`config.mk`:
```
export PLATFORM = sky130hd
export DESIGN_NAME = ps2_key_filter_flat
export DESIGN_NICKNAME = d
export VERILOG_FILES = /design/src/rtl/ps2_pkg.sv /design/src/rtl/ps2_key_filter_if.sv /design/src/rtl/ps2_key_filter_sync_fifo.sv /design/src/rtl/ps2_key_filter.sv /design/src/flat_wrapper.sv
export SDC_FILE = /design/constraint.sdc
export NUM_CORES = 1
export LEC_CHECK = 0
export CAP_MARGIN = 20
export CORE_MARGIN = 5
export CORE_UTILIZATION = 35
export DETAILED_ROUTE_END_ITERATION = 6
export DONT_BUFFER_PORTS = 1
export HOLD_SLACK_MARGIN = 0.08
export PLACE_DENSITY = 0.54
export SLEW_MARGIN = 0
export SYNTH_ARGS = -nofsm -noshare
export SYNTH_HDL_FRONTEND = slang
export SYNTH_SLANG_ARGS = --single-unit
```
`constraint.sdc`:
```
create_clock -name clk -period 2.2 [get_ports clk]
set_input_delay 0.44 -clock clk [delete_from_list [all_inputs] [get_ports clk]]
set_output_delay 0.44 -clock clk [all_outputs]
set_load 0.01 [all_outputs]
```
`src/rtl/ps2_pkg.sv`:
```
// Shared constants and FSM state type for the PS/2 key-release filter.
package ps2_pkg;

  localparam logic [7:0] BRK_CODE = 8'hF0;
  localparam logic [7:0] EXT_CODE = 8'hE0;

  typedef enum logic {
    WAIT_BRK = 1'b0,
    GET_CODE = 1'b1
  } state_t;

endpackage

```
`src/rtl/ps2_key_filter_if.sv`:
```
// Byte-stream input, pop handshake and FIFO status of the key-release filter.
interface ps2_key_filter_if;

  // rx_done_tick qualifies rx_data for one cycle only, and the receiver has
  // no ready input, so no byte can be back-pressured. rd_key_code removes
  // key_code at the next edge only while kb_buf_empty is 0.
  logic       rx_done_tick;
  logic [7:0] rx_data;
  logic       rd_key_code;
  logic       clr_overflow;
  logic [7:0] key_code;
  logic       kb_buf_empty;
  logic       kb_buf_full;
  logic       overflow;

  modport master (
    output rx_done_tick, rx_data, rd_key_code, clr_overflow,
    input  key_code, kb_buf_empty, kb_buf_full, overflow
  );

  modport slave (
    input  rx_done_tick, rx_data, rd_key_code, clr_overflow,
    output key_code, kb_buf_empty, kb_buf_full, overflow
  );

endinterface

```
`src/rtl/ps2_key_filter_sync_fifo.sv`:
```
// Generic first-word-fall-through FIFO with registered full/empty flags.
module sync_fifo #(
  parameter int B = 8,
  parameter int W = 2
) (
  input  logic         clk,
  input  logic         reset_n,
  input  logic         wr_i,
  input  logic         rd_i,
  input  logic [B-1:0] w_data_i,
  output logic [B-1:0] r_data_o,
  output logic         empty_o,
  output logic         full_o
);

  localparam int DEPTH = 1 << W;

  logic [B-1:0] mem_q [DEPTH];
  logic [W-1:0] w_ptr_q, w_ptr_d, r_ptr_q, r_ptr_d;
  logic [W-1:0] w_ptr_nx, r_ptr_nx;
  logic         full_q, full_d, empty_q, empty_d;
  logic         wr_en, rd_en;

  // A write into a full FIFO is only accepted when a pop frees a slot at the same edge.
  assign wr_en    = wr_i && (!full_q || rd_i);
  assign rd_en    = rd_i && !empty_q;
  assign w_ptr_nx = w_ptr_q + 1'b1;
  assign r_ptr_nx = r_ptr_q + 1'b1;

  always_comb begin
    w_ptr_d = w_ptr_q;
    r_ptr_d = r_ptr_q;
    full_d  = full_q;
    empty_d = empty_q;
    case ({wr_en, rd_en})
      2'b01: begin
        r_ptr_d = r_ptr_nx;
        full_d  = 1'b0;
        empty_d = (r_ptr_nx == w_ptr_q);
      end
      2'b10: begin
        w_ptr_d = w_ptr_nx;
        empty_d = 1'b0;
        full_d  = (w_ptr_nx == r_ptr_q);
      end
      2'b11: begin
        w_ptr_d = w_ptr_nx;
        r_ptr_d = r_ptr_nx;
      end
      default: ;
    endcase
  end

  always_ff @(posedge clk) begin
    if (!reset_n) begin
      w_ptr_q <= '0;
      r_ptr_q <= '0;
      full_q  <= 1'b0;
      empty_q <= 1'b1;
    end else begin
      w_ptr_q <= w_ptr_d;
      r_ptr_q <= r_ptr_d;
      full_q  <= full_d;
      empty_q <= empty_d;
    end
  end

  always_ff @(posedge clk) begin
    if (wr_en) mem_q[w_ptr_q] <= w_data_i;
  end

  // Stale RAM contents are hidden while empty so the head reads as zero.
  assign r_data_o = empty_q ? '0 : mem_q[r_ptr_q];
  assign empty_o  = empty_q;
  assign full_o   = full_q;

endmodule

```
`src/rtl/ps2_key_filter.sv`:
```
// Keeps only the key code that follows a break prefix and queues it for the decoder.
module ps2_key_filter
  import ps2_pkg::*;
#(
  parameter int W_SIZE = 2
) (
  input  logic                clk,
  input  logic                reset_n,
  ps2_key_filter_if.slave     bus,
  output state_t              dbg_state_o
);

  state_t state_q, state_d;
  logic   wr_req;
  logic   overflow_q, overflow_d;
  logic   fifo_full;

  always_comb begin
    state_d = state_q;
    wr_req  = 1'b0;
    if (bus.rx_done_tick) begin
      case (state_q)
        WAIT_BRK: if (bus.rx_data == BRK_CODE) state_d = GET_CODE;
        GET_CODE: begin
          // Repeated or extended prefixes keep waiting for the actual key code.
          if (bus.rx_data != BRK_CODE && bus.rx_data != EXT_CODE) begin
            wr_req  = 1'b1;
            state_d = WAIT_BRK;
          end
        end
        default: state_d = WAIT_BRK;
      endcase
    end
  end

  always_comb begin
    overflow_d = overflow_q;
    if (wr_req && fifo_full && !bus.rd_key_code) overflow_d = 1'b1;
    else if (bus.clr_overflow)                   overflow_d = 1'b0;
  end

  always_ff @(posedge clk) begin
    if (!reset_n) begin
      state_q    <= WAIT_BRK;
      overflow_q <= 1'b0;
    end else begin
      state_q    <= state_d;
      overflow_q <= overflow_d;
    end
  end

  sync_fifo #(.B(8), .W(W_SIZE)) u_fifo (
    .clk      (clk),
    .reset_n  (reset_n),
    .wr_i     (wr_req),
    .rd_i     (bus.rd_key_code),
    .w_data_i (bus.rx_data),
    .r_data_o (bus.key_code),
    .empty_o  (bus.kb_buf_empty),
    .full_o   (fifo_full)
  );

  assign bus.kb_buf_full = fifo_full;
  assign bus.overflow    = overflow_q;
  assign dbg_state_o     = state_q;

endmodule

```
`src/flat_wrapper.sv`:
```
// flat-port wrapper written by rule: the top's interface ports become plain ports
module ps2_key_filter_flat import ps2_pkg::*;
#(
  parameter int W_SIZE = 2
)
  (clk, reset_n, dbg_state_o, bus_rx_done_tick, bus_rx_data, bus_rd_key_code, bus_clr_overflow, bus_key_code, bus_kb_buf_empty, bus_kb_buf_full, bus_overflow);
  ps2_key_filter_if bus_i ();
  input  logic clk;
  input  logic reset_n;
  output state_t dbg_state_o;
  input wire logic [$bits(bus_i.rx_done_tick)-1:0] bus_rx_done_tick;
  input wire logic [$bits(bus_i.rx_data)-1:0] bus_rx_data;
  input wire logic [$bits(bus_i.rd_key_code)-1:0] bus_rd_key_code;
  input wire logic [$bits(bus_i.clr_overflow)-1:0] bus_clr_overflow;
  output wire logic [$bits(bus_i.key_code)-1:0] bus_key_code;
  output wire logic [$bits(bus_i.kb_buf_empty)-1:0] bus_kb_buf_empty;
  output wire logic [$bits(bus_i.kb_buf_full)-1:0] bus_kb_buf_full;
  output wire logic [$bits(bus_i.overflow)-1:0] bus_overflow;
  assign bus_i.rx_done_tick = bus_rx_done_tick;
  assign bus_i.rx_data = bus_rx_data;
  assign bus_i.rd_key_code = bus_rd_key_code;
  assign bus_i.clr_overflow = bus_clr_overflow;
  assign bus_key_code = bus_i.key_code;
  assign bus_kb_buf_empty = bus_i.kb_buf_empty;
  assign bus_kb_buf_full = bus_i.kb_buf_full;
  assign bus_overflow = bus_i.overflow;
  ps2_key_filter #(.W_SIZE(W_SIZE)) u_core (.clk(clk), .reset_n(reset_n), .bus(bus_i), .dbg_state_o(dbg_state_o));
endmodule
```
==> summary.md <==
| Metric | Value |
|---|---|
| Synth Instances | `113` |
| Pin slew with the least headroom to its limit | `815 ps` |
| Min-Delay Path Class | `primary input to flip-flop` |
| Die H | `81.1 um` |
| Via density | `4.80` |
| Leak | `0.650 nW` |
| Drt wl/cell | `17.3 um` |
| Antenna Cells | `0` |
| Final HPWL DP | `2270 um` |
| Worst vdd ir | `0.264 mV` |
| Post-CTS Setup Repair Bufs | `0` |
| Nets | `138` |
| Clock Root Buffer | `clkbuf_8` |
| Cell area after layout | `0.00194 mm2` |
| Placed inst area | `0.00186 mm2` |
| Full die area | `0.00658 mm2` |
| DRC viols | `0` |
| Post-Syn Nets | `131` |
| Initial antenna violation count | `0` |
| Congestion Overflow GR | `0` |
| Mapped Avg Cell Area | `15.7 um2` |
| IO buf count | `0` |
| Worst-path fanout max | `8` |
| Largest net degree at the start of global routing | `13` |
| Post-DRT Antenna Nets | `0` |
| CP Data Arrival Time | `1510 ps` |
| Layout fillers | `468` |
| Core area | `0.00482 mm2` |
| Cell variety after synth | `26` |
| Die width | `81.1 um` |
| CTS max path bufs | `2` |
| RD Place Congestion | `0.747` |
| Worst slew margin | `0.455` |
| Power Density | `710 mW/mm2` |
| # setup viols final | `0` |
| Area growth, synth to finish | `9.90%` |
| Routed WL | `3250 um` |
| FF+latch count, synth | `42` |
| Clock Pin Slew Worst Setup and Hold Paths | `70 ps` |
| Clk_skew | `3.85 ps` |
| Number of buffers created by CTS | `5` |
| Critical path class | `flip-flop to primary output` |
| Wire length on met2 | `1690 um` |
| First-pass GRT wire length | `5340 um` |
| Routed via count | `903` |
| Hold Vio Cnt, Final | `0` |
| Setup Total Neg Slack | `0 ps` |
| Fmax achieved | `512 MHz` |
| Core Rows | `25` |
| CP Capture Type | `primary output` |
| CTS resizes | `0` |
| Number of global-route vias before repair | `1,006` |
| Worst Setup Start Kind | `flip-flop` |
| Starting DRT DRC Count | `23` |
| CTS sink cnt | `42` |
| Worst EP required | `1760 ps` |
| Tmin final | `1950 ps` |
| Part of the Yosys area used for sequential elements | `0.656` |
| DR WL met3 | `252 um` |
| Post-Synthesis Cell Area | `0.00177 mm2` |
| Unrepaired setup endpoints after global routing | `false` |
| Top layer in use | `met4` |
| Cts hold-fix bufs | `0` |
| Io pins | `25` |
| DRT Pass-1 Iters | `4` |
| Max Slew Vio Count | `0` |
| CTS HTree Levels | `2` |
| Fin crit share | `0.888` |
| Most common cell after layout, fill and taps aside | `edfxtp_1` |
| Status | `finished clean` |
| Ratio of cells with drive above 1 in the final layout | `0.165` |
| Metal-1 WL | `1250 um` |
| GRT Overall Usage | `0.116` |
| Most frequent cells in the layout | `edfxtp_1 (32), dfxtp_1 (10), nor2b_1 (9)` |
| Max cap viols | `0` |
| CTS tree | `built` |
| Worst skew pair latency | `290 ps` |
| YS warnings | `0` |
| Initial Util | `0.367` |
[where the power goes]
group / leakage (nW) / internal (mW) / switching (mW)
Combinational: 0.238 / 0.0268 / 0.0287
Sequential: 0.369 / 0.858 / 0.00424
Clock: 0.0426 / 0.218 / 0.244
Total: 0.650 / 1.10 / 0.277
[synth_stat cells, drive strengths merged]
library cell  number  area (um2)
a21boi             1        7.51
a21oi              1        5.00
a22oi              1        7.51
a31oi              1        21.3
and2               4        25.0
and2b              1        8.76
buf                1        5.00
clkbuf             2        7.51
dfxtp             10         200
edfxtp            32         961
ha                 5        62.6
inv                8        30.0
mux2i              2        20.0
mux4               8         180
nand2              7        26.3
nand2b             2        12.5
nand3              2        10.0
nand4b             2        17.5
nor2               5        18.8
nor2b              9        56.3
nor3b              1        7.51
o21ai              1        5.00
o311ai             1        8.76
o41a               1        21.3
xnor2              2        17.5
xor2               3        26.3
[cells by family (layout without fill, tap and decap cells)]
group | Yosys count | after routing | synth area share
compound gates | 7 | 7 | 0.0431
xor+xnor | 5 | 5 | 0.0248
fa+ha+maj | 5 | 5 | 0.0354
buf+inv | 11 | 19 | 0.0240
flops | 42 | 42 | 0.656
mux | 10 | 10 | 0.113
simple gates | 33 | 33 | 0.103
[sequential cells by signal, indices dropped and copies added, names as in the netlist, named ones only]
| register | count |
|---|---|
| u_core.u_fifo.w_ptr_q | 2 |
| u_core.bus.overflow | 1 |
| u_core.dbg_state_o | 1 |
| u_core.u_fifo.empty_o | 1 |
| u_core.u_fifo.r_ptr_q | 2 |
| u_core.u_fifo.full_o | 1 |
| u_core.u_fifo.mem_q | 32 |
[metrics by stage]
| step | hold slack (ps) | power (mW) | instances | util | worst slack (ps) |
|---|---|---|---|---|---|
| 2_1_floorplan | 494 | 0.925 | 113 | - | 292 |
| 3_3_place_gp | 513 | 0.936 | 180 | 0.387 | 183 |
| 3_5_place_dp | 539 | 0.937 | 180 | 0.387 | 107 |
| 4_1_cts | 233 | 1.40 | 188 | 0.404 | 205 |
| 5_1_grt | 219 | 1.44 | 188 | 0.404 | 132 |
| 6_report | 244 | 1.38 | 188 | 0.404 | 245 |
[cell type report]
type                    instances  area, um2  share of cell area
inverters                       8       30.0              0.0154
clock inverters                 2       8.76             0.00450
flip-flops and latches         42       1160               0.597
repair buffers                  3       22.5              0.0116
clock buffers                   6       72.6              0.0373
well taps                      67       83.8              0.0431
multi-input cells              60        566               0.291
[path summary, 6_finish.rpt]
kind | slack, ps | from | cells after the start | end
min | 240 | bus_rx_data[6] | 0 | u_core.u_fifo.mem_q[1][6]
min reg2reg | 540 | u_core.bus.overflow | 2 | u_core.bus.overflow
max | 250 | flip-flop | 3 | bus_key_code[5]
max reg2reg | 490 | u_core.u_fifo.w_ptr_q[0] | 4 | u_core.u_fifo.mem_q[0][4]
[per-layer routing]
layer / up-vias / track usage
met5: - / 0
met4: 0 / 0.0507
met3: 6 / 0.0521
met2: 22 / 0.201
met1: 449 / 0.119
li1: 426 / -
[worst max-delay path: stages (launching register included)]
cell,delay [ps]
dfxtp_1,310
buf_4,210
mux4_2,520
nor2b_1,180
Power figures use the tool's default switching activity.
